File: src/rtl/tug_pkg.sv
// Shared types and constants for the tug-of-war playfield.
package tug_pkg;

  typedef enum logic [1:0] {
    StPlay      = 2'd0,
    StPoint     = 2'd1,
    StMatchOver = 2'd2
  } state_t;

  localparam logic [1:0] WIN_NONE  = 2'b00;
  localparam logic [1:0] WIN_LEFT  = 2'b10;
  localparam logic [1:0] WIN_RIGHT = 2'b01;

endpackage

File: src/rtl/tug_score_counter.sv
// Per-player score counter; saturates at WIN_SCORE and flags when it gets there.
module tug_score_counter #(
  parameter int unsigned WIN_SCORE = 7,
  localparam int unsigned SCORE_W  = $clog2(WIN_SCORE + 1)
) (
  input  logic               clk_i,
  input  logic               reset_i,
  input  logic               ce_i,
  input  logic               inc_i,
  output logic [SCORE_W-1:0] count_o,
  output logic               at_max_o
);

  localparam logic [SCORE_W-1:0] ScoreMax = SCORE_W'(WIN_SCORE);

  logic [SCORE_W-1:0] count_q, count_d;

  always_comb begin
    count_d = count_q;
    if (inc_i && (count_q != ScoreMax)) begin
      count_d = count_q + 1'b1;
    end
  end

  always_ff @(posedge clk_i) begin
    if (reset_i) begin
      count_q <= '0;
    end else if (ce_i) begin
      count_q <= count_d;
    end
  end

  assign count_o  = count_q;
  assign at_max_o = (count_q == ScoreMax);

endmodule

File: src/rtl/tug_track.sv
// Tug-of-war playfield: one lit position pushed by two players, scoring, hold and match end.
module tug_track
  import tug_pkg::*;
#(
  parameter int unsigned NUM_LIGHTS = 9,
  parameter int unsigned WIN_SCORE  = 7,
  parameter int unsigned HOLD_TICKS = 4,
  localparam int unsigned SCORE_W   = $clog2(WIN_SCORE + 1)
) (
  input  logic                  clk_i,
  input  logic                  reset_i,
  input  logic                  ce_i,
  input  logic                  l_i,
  input  logic                  r_i,
  output logic [NUM_LIGHTS-1:0] lights_o,
  output logic [SCORE_W-1:0]    left_score_o,
  output logic [SCORE_W-1:0]    right_score_o,
  output logic [1:0]            winner_o,
  output logic                  match_over_o
);

  localparam int unsigned POS_W     = $clog2(NUM_LIGHTS);
  localparam int unsigned HOLD_W    = $clog2(HOLD_TICKS + 1);
  localparam int unsigned CentreIdx = NUM_LIGHTS / 2;

  localparam logic [POS_W-1:0]   PosMax    = POS_W'(NUM_LIGHTS - 1);
  localparam logic [POS_W-1:0]   PosCentre = POS_W'(CentreIdx);
  localparam logic [HOLD_W-1:0]  HoldLast  = HOLD_W'(HOLD_TICKS - 1);
  localparam logic [SCORE_W-1:0] ScoreLast = SCORE_W'(WIN_SCORE - 1);

  state_t             state_q, state_d;
  logic [POS_W-1:0]   pos_q, pos_d;
  logic [HOLD_W-1:0]  hold_q, hold_d;
  logic               inc_left, inc_right;
  logic               left_at_max, right_at_max;

  tug_score_counter #(
    .WIN_SCORE (WIN_SCORE)
  ) u_left_score (
    .clk_i    (clk_i),
    .reset_i  (reset_i),
    .ce_i     (ce_i),
    .inc_i    (inc_left),
    .count_o  (left_score_o),
    .at_max_o (left_at_max)
  );

  tug_score_counter #(
    .WIN_SCORE (WIN_SCORE)
  ) u_right_score (
    .clk_i    (clk_i),
    .reset_i  (reset_i),
    .ce_i     (ce_i),
    .inc_i    (inc_right),
    .count_o  (right_score_o),
    .at_max_o (right_at_max)
  );

  always_comb begin
    state_d   = state_q;
    pos_d     = pos_q;
    hold_d    = hold_q;
    inc_left  = 1'b0;
    inc_right = 1'b0;
    unique case (state_q)
      StPlay: begin
        if (l_i && !r_i) begin
          if (pos_q == PosMax) begin
            inc_left = 1'b1;
            hold_d   = '0;
            state_d  = (left_score_o == ScoreLast) ? StMatchOver : StPoint;
          end else begin
            pos_d = pos_q + 1'b1;
          end
        end else if (r_i && !l_i) begin
          if (pos_q == '0) begin
            inc_right = 1'b1;
            hold_d    = '0;
            state_d   = (right_score_o == ScoreLast) ? StMatchOver : StPoint;
          end else begin
            pos_d = pos_q - 1'b1;
          end
        end
      end
      StPoint: begin
        if (hold_q == HoldLast) begin
          state_d = StPlay;
          pos_d   = PosCentre;
          hold_d  = '0;
        end else begin
          hold_d = hold_q + 1'b1;
        end
      end
      StMatchOver: ;
      default: state_d = StPlay;
    endcase
  end

  always_ff @(posedge clk_i) begin
    if (reset_i) begin
      state_q <= StPlay;
      pos_q   <= PosCentre;
      hold_q  <= '0;
    end else if (ce_i) begin
      state_q <= state_d;
      pos_q   <= pos_d;
      hold_q  <= hold_d;
    end
  end

  // Counters reach max on the same edge the FSM enters StMatchOver, so winner needs no register.
  always_comb begin
    winner_o = WIN_NONE;
    if (left_at_max) begin
      winner_o = WIN_LEFT;
    end else if (right_at_max) begin
      winner_o = WIN_RIGHT;
    end
  end

  assign match_over_o = (state_q == StMatchOver);

  always_comb begin
    lights_o = '0;
    unique case (state_q)
      StPlay: begin
        for (int unsigned i = 0; i < NUM_LIGHTS; i++) begin
          lights_o[i] = (pos_q == POS_W'(i));
        end
      end
      StMatchOver: begin
        for (int unsigned i = 0; i < NUM_LIGHTS; i++) begin
          lights_o[i] = left_at_max ? (i >= CentreIdx) : (i <= CentreIdx);
        end
      end
      default: lights_o = '0;
    endcase
  end

endmodule

File: config.mk
export PLATFORM = sky130hd
export DESIGN_NAME = tug_track
export DESIGN_NICKNAME = d
export VERILOG_FILES = /design/src/rtl/tug_pkg.sv /design/src/rtl/tug_score_counter.sv /design/src/rtl/tug_track.sv
export SDC_FILE = /design/constraint.sdc
export NUM_CORES = 1
export LEC_CHECK = 0
export BUFFER_PORTS_ARGS = -buffer_cell sky130_fd_sc_hd__buf_2
export CAP_MARGIN = 20
export CELL_PAD_IN_SITES_DETAIL_PLACEMENT = 1
export CELL_PAD_IN_SITES_GLOBAL_PLACEMENT = 2
export CORE_MARGIN = 8
export CORE_UTILIZATION = 31
export CTS_CLUSTER_SIZE = 10
export DETAILED_ROUTE_END_ITERATION = 16
export PLACE_DENSITY_LB_ADDON = 0.1
export SYNTH_ARGS = -nofsm -noshare
export SYNTH_HDL_FRONTEND = slang
export SYNTH_SLANG_ARGS = --single-unit
export TNS_END_PERCENT = 30
File: constraint.sdc
create_clock -name clk_i -period 2.6 [get_ports clk_i]
set_clock_uncertainty 0.1 [all_clocks]
set_input_delay 0.39 -clock clk_i [delete_from_list [all_inputs] [get_ports clk_i]]
set_output_delay 0.39 -clock clk_i [all_outputs]
set_load 0.03 [all_outputs]
Yosys cells after proc, flatten, opt, wreduce, memory -nomap -nowiden

Index checks and enable logic that the tools add are counted.

Flip-flop bits (word level): 15
Output and inout port bits: 18
Word-level logic and storage cells: 80

Add/sub/neg operators: 5
Eq/ne operators: 23
Mux-type cells: 32
Bitwise operators: 1
Reductions and logical operators: 14

Operator list:

| cell                  | count |
|---|---|
| $ne A3 B3 Y1 const B  | 7 |
| $mux W4               | 5 |
| $pmux W9 S2           | 1 |
| $eq A4 B3 Y1 const B  | 4 |
| $mux W2               | 8 |
| $mux W3               | 5 |
| $eq A3 B3 Y1 const B  | 4 |
| $reduce_and A6 Y1     | 2 |
| $mux W1               | 10 |
| $add A3 B1 Y3 const B | 3 |
| $eq A4 B2 Y1 const B  | 2 |
| $pmux W4 S2           | 1 |
| $pmux W2 S3           | 1 |
| $pmux W3 S2           | 1 |
| $reduce_and A5 Y1     | 1 |
| $add A4 B1 Y4 const B | 1 |
| $eq A4 B1 Y1 const B  | 1 |
| $eq A4 B4 Y1 const B  | 1 |
| $logic_and A1 B1 Y1   | 4 |
| $logic_not A4 Y1      | 1 |
| $reduce_and A2 Y1     | 2 |
| $sub A4 B1 Y4 const B | 1 |
| $eq A3 B2 Y1 const B  | 1 |
| $eq A2 B1 Y1 const B  | 1 |
| other kinds (6)       | 7 |

Longest topological paths before layout

Depth after elaboration: 7
Gate-level depth with buffers: 7
Gate-level depth less buffers: 6

Hierarchy

From an unflattened synthesis, not the netlist that was laid out.

Cell total of the unflattened synthesis: 144
Area total of the unflattened synthesis: 1186.1 µm²

By module, submodules not included:

| module            | instances | cells each | area an instance (µm²) | seq. area each (µm²) |
|---|---|---|---|---|
| tug_track         | 1         | 114        | 855.8                  | 180.2 |
| tug_score_counter | 2         | 15         | 165.2                  | 60.1 |

Least setup slack after synthesis

No wires, ideal clock.

Kind: reg2out
From: register u_left_score.count_q[0], in the netlist u_left_score.count_o[0]
To: output port lights_o[0]
Arrival: 1551 ps
Required time: 2110 ps
Path slack: 559 ps
Stages on the path, launching flop included: 5
Cells stage by stage: dfxtp_1 -> ha_1 -> ha_1 -> nand2b_1 -> a21oi_1

Longest elaborated chain between the ends: 3

RTL lines:

| item                   | line                    | RTL |
|---|---|---|
| from (decl)            | tug_score_counter.sv:16 | `logic [SCORE_W-1:0] count_q, count_d;` |
| from (signal assigned) | tug_score_counter.sv:29 | `count_q <= count_d;` |
| $eq A3 B3 Y1           | tug_score_counter.sv:34 | `assign at_max_o = (count_q == ScoreMax);` |
| named net left_at_max  | tug_track.sv:35         | `logic left_at_max, right_at_max;` |
| $mux W1                | tug_track.sv:133        | `lights_o[i] = left_at_max ? (i >= CentreIdx) : (i <= CentreIdx);` |
| $pmux W9 S2            | tug_track.sv:125        | `unique case (state_q)` |
| to (decl)              | tug_track.sv:15         | `output logic [NUM_LIGHTS-1:0] lights_o,` |

The timed path passes the listed nets, and every way through them passes these cells.

Worst setup path in the final report

From: register pos_q[0]
To: register pos_q[3]

Longest elaborated chain between the ends: 5
Elaborated cells on any way between the ends: 12
Those cells by class: add/sub (2); eq/ne (3); mux (5); reduce/logical (2)

RTL lines:

| item                   | line             | RTL |
|---|---|---|
| from (decl)            | tug_track.sv:32  | `logic [POS_W-1:0] pos_q, pos_d;` |
| from (signal assigned) | tug_track.sv:102 | `pos_q <= PosCentre;` |
| from (signal assigned) | tug_track.sv:106 | `pos_q <= pos_d;` |
| $sub A4 B1 Y4          | tug_track.sv:81  | `pos_d = pos_q - 1'b1;` |
| $mux W4                | tug_track.sv:76  | `if (pos_q == '0) begin` |
| $mux W4                | tug_track.sv:75  | `end else if (r_i && !l_i) begin` |
| $mux W4                | tug_track.sv:67  | `if (l_i && !r_i) begin` |
| $pmux W4 S2            | tug_track.sv:65  | `unique case (state_q)` |

Several ways; a longest one is shown, not always the timed one. The select of a mux whose other input is x is not followed.
A chain may end at the register's enable or synchronous reset.

==> impl_metrics.yaml <==
status:
  outcome: "finished clean"
pwr:
  peakVddDrop_mv: 0.133
  leakagePower_nw: 0.636
  pwr_density_cell_mw_per_mm2: 430
  power_uw: 590
finish:
  fin_nets: 189
  antenna_cells: 0
  drive_gt1_share_pct: 18.5
  syn2layout_area_growth_pct: 16.7
  final_common_cell: "buf_2"
  final_cell_mix: "buf_2 (22), a21oi_1 (15), ha_1 (15), dfxtp_1 (15), nor2_1 (12)"
sta:
  fin_ws_ps: 376
  tns_ps: 0
  period_share_pct: 85.5
  max_freq_mhz: 450
  slew_headroom_pct: 71.4
  setup_viol: 0
  tightest_slew_ps: 427
  min_period_ps: 2220
  rsz0062_at_grt: "false"
  drv_slew: 0
  hold_violations: 0
synthesis:
  synthSimpleGateAreaFrac_pct: 30.2
  postSynthCellCount: 148
  synth-xor-area-share_pct: 2.98
  syn-num-nets: 168
  synth_top_family_by_area: "simple AND/OR/NAND/NOR gates"
  ys.flop_type: "dfxtp_1"
  synth_area_sq_mm: 0.00118
  synthAdderAreaFrac_pct: 16.0
  synth_edf_count: 0
  synthTopCellsByArea: "dfxtp_1 (26%), ha_1 (16%), a21oi_1 (6.4%)"
  ys_async_sr_fraction_pct: 0
  yosysUniqueCellTypes: 39
  synth_compound_area_share_pct: 16.7
  ys_seq_area_share_pct: 25.5
  yosysWarnings: 0
  synth.top_cell.area_share_pct: 25.5
  synth_mux_area_share_pct: 2.55
  yosysTopAreaCell: "dfxtp_1"
  ys_ff_latch: 15
  syn_avg_cell_area_sq_um: 7.95
floorplan:
  dieWidth_microns: 77.6
  rows: 22
  io-pin-count: 23
  design.core.area_sq_mm: 0.00366
  start_util_pct: 32.1
  die_h_microns: 77.6
  die-area_sq_mm: 0.00602
grt:
  grt_pass1_wl_microns: 5600
  track_usage_pct: 11.0
  grt_pass1_vias: 1153
  antenna_found_initial: 0
  overflow: 0
  grt_max_degree: 19
critical_path:
  critPathCaptureType: "flop"
  crit_path_start: "pos_q[0]"
  startpoint_type: "flop"
  critPathArrivalTime_ps: 2270
  reg2reg_to: "pos_q[3]"
  required_ps: 2650
  regToRegSetupSlack_ps: 380
  critPathKind: "reg -> reg"
  cp-endpoint: "pos_q[3]"
  reg2reg_from: "pos_q[0]"
  path_max_fanout: 6
  r2r_cells: 6
clock_network:
  cts_hold_buf: 0
  cts_tree: "done"
  ctsResizeCount: 0
  clock_latency_ps: 250
  clk_path_buf_depth: 2
  cts_num_sinks: 15
  clkTransAtPathRegs_ps: 70
  htreeDepth: 1
  cts_made_buffers: 3
  post-cts-setup-buffer-count: 0
  cts-root-buf: "clkbuf_8"
placement:
  place_ws_ps: 396
  globalplace.congestion: 0.765
  hpwl_microns: 2570
  port_buffers: 22
detailed_routing:
  ant_nets: 0
  dr.pass1.iters: 4
  via_per_inst: 5.19
  post_drt_wl_per_cell_microns: 15.0
  num_vias: 1121
  drc: 0
  drt_iter0_markers: 40
  wl_microns: 3250
min_path:
  hold_path_class: "reg -> reg"
run:
  maxCapViolations: 0
## through the flow
stage	hold slack (ps)	area [sq um]	std cells	utilization, %
floorplan	353	1180	148	-
global placement	367	1330	212	36.3
detailed placement	379	1330	212	36.3
CTS	383	1370	216	37.5
global route	404	1370	216	37.5
finish	379	1370	216	37.5
## worst min-delay path by stage
stage	start	to	depth (start not counted)
2_1_floorplan	hold_q[1]	hold_q[1]	2
5_1_grt	ce_i	hold_q[1]	3
3_5_place_dp	hold_q[1]	hold_q[1]	2
3_3_place_gp	hold_q[1]	hold_q[1]	2
6_report	hold_q[1]	hold_q[1]	2
4_1_cts	ce_i	hold_q[1]	3
## worst max-delay path, cell delays in order, from the launching register on
cell and delay [ps]:
dfxtp_1 360, inv_1 140, ha_1 220, or4b_1 480, o32ai_1 460, nor3_1 130
a32o_1 230
## kinds of logic after synthesis
logic type,after synthesis
XOR/XNOR,4
buffers and inverters,17
AND/OR/NAND/NOR,63
flip-flops,15
adder cells (fa/ha/maj),15
multiplexers,3
AO/OA/AOI/OAI,31
## routing by layer
| metal | part of all wire [%] | GRT usage (%) |
|---|---|---|
| met4 | 1.4 | 3.96 |
| met2 | 46 | 17.5 |
| met1 | 49 | 14.1 |
| met5 | 0 | 0 |
| met3 | 4.0 | 2.65 |
## where the power goes
| part | leakage (nW) | switching, mW | internal, mW |
|---|---|---|---|
| Combinational | 0.492 | 0.0920 | 0.0536 |
| Sequential | 0.121 | 0.0134 | 0.236 |
| Clock | 0.0228 | 0.0865 | 0.109 |
| Total | 0.636 | 0.192 | 0.398 |
## flip-flops by register name (all words and copies together), names as in the netlist
| register | cells |
|---|---|
| hold_q | 3 |
| pos_q | 4 |
| u_left_score.count_o | 3 |
| u_right_score.count_o | 3 |
| state_q | 2 |
## synthesized netlist by cell type (5+ instances only)
cell type  instances
nor2b_1            7
dfxtp_1           15
o21ai_0            5
nand2_1            9
ha_1              15
nand3_1            6
nor2_1            12
inv_1              8
a21oi_1           15
## final cells by class
cell class / count / area (sq um)
well taps: 48 / 60.1
flip-flops and latches: 15 / 300
multi-input cells: 116 / 805
inverters: 8 / 30.0
repair buffers: 25 / 133
clock buffers: 4 / 45.0
fillers: 460 / 2290
No activity file was read; power rests on OpenSTA's default activity.
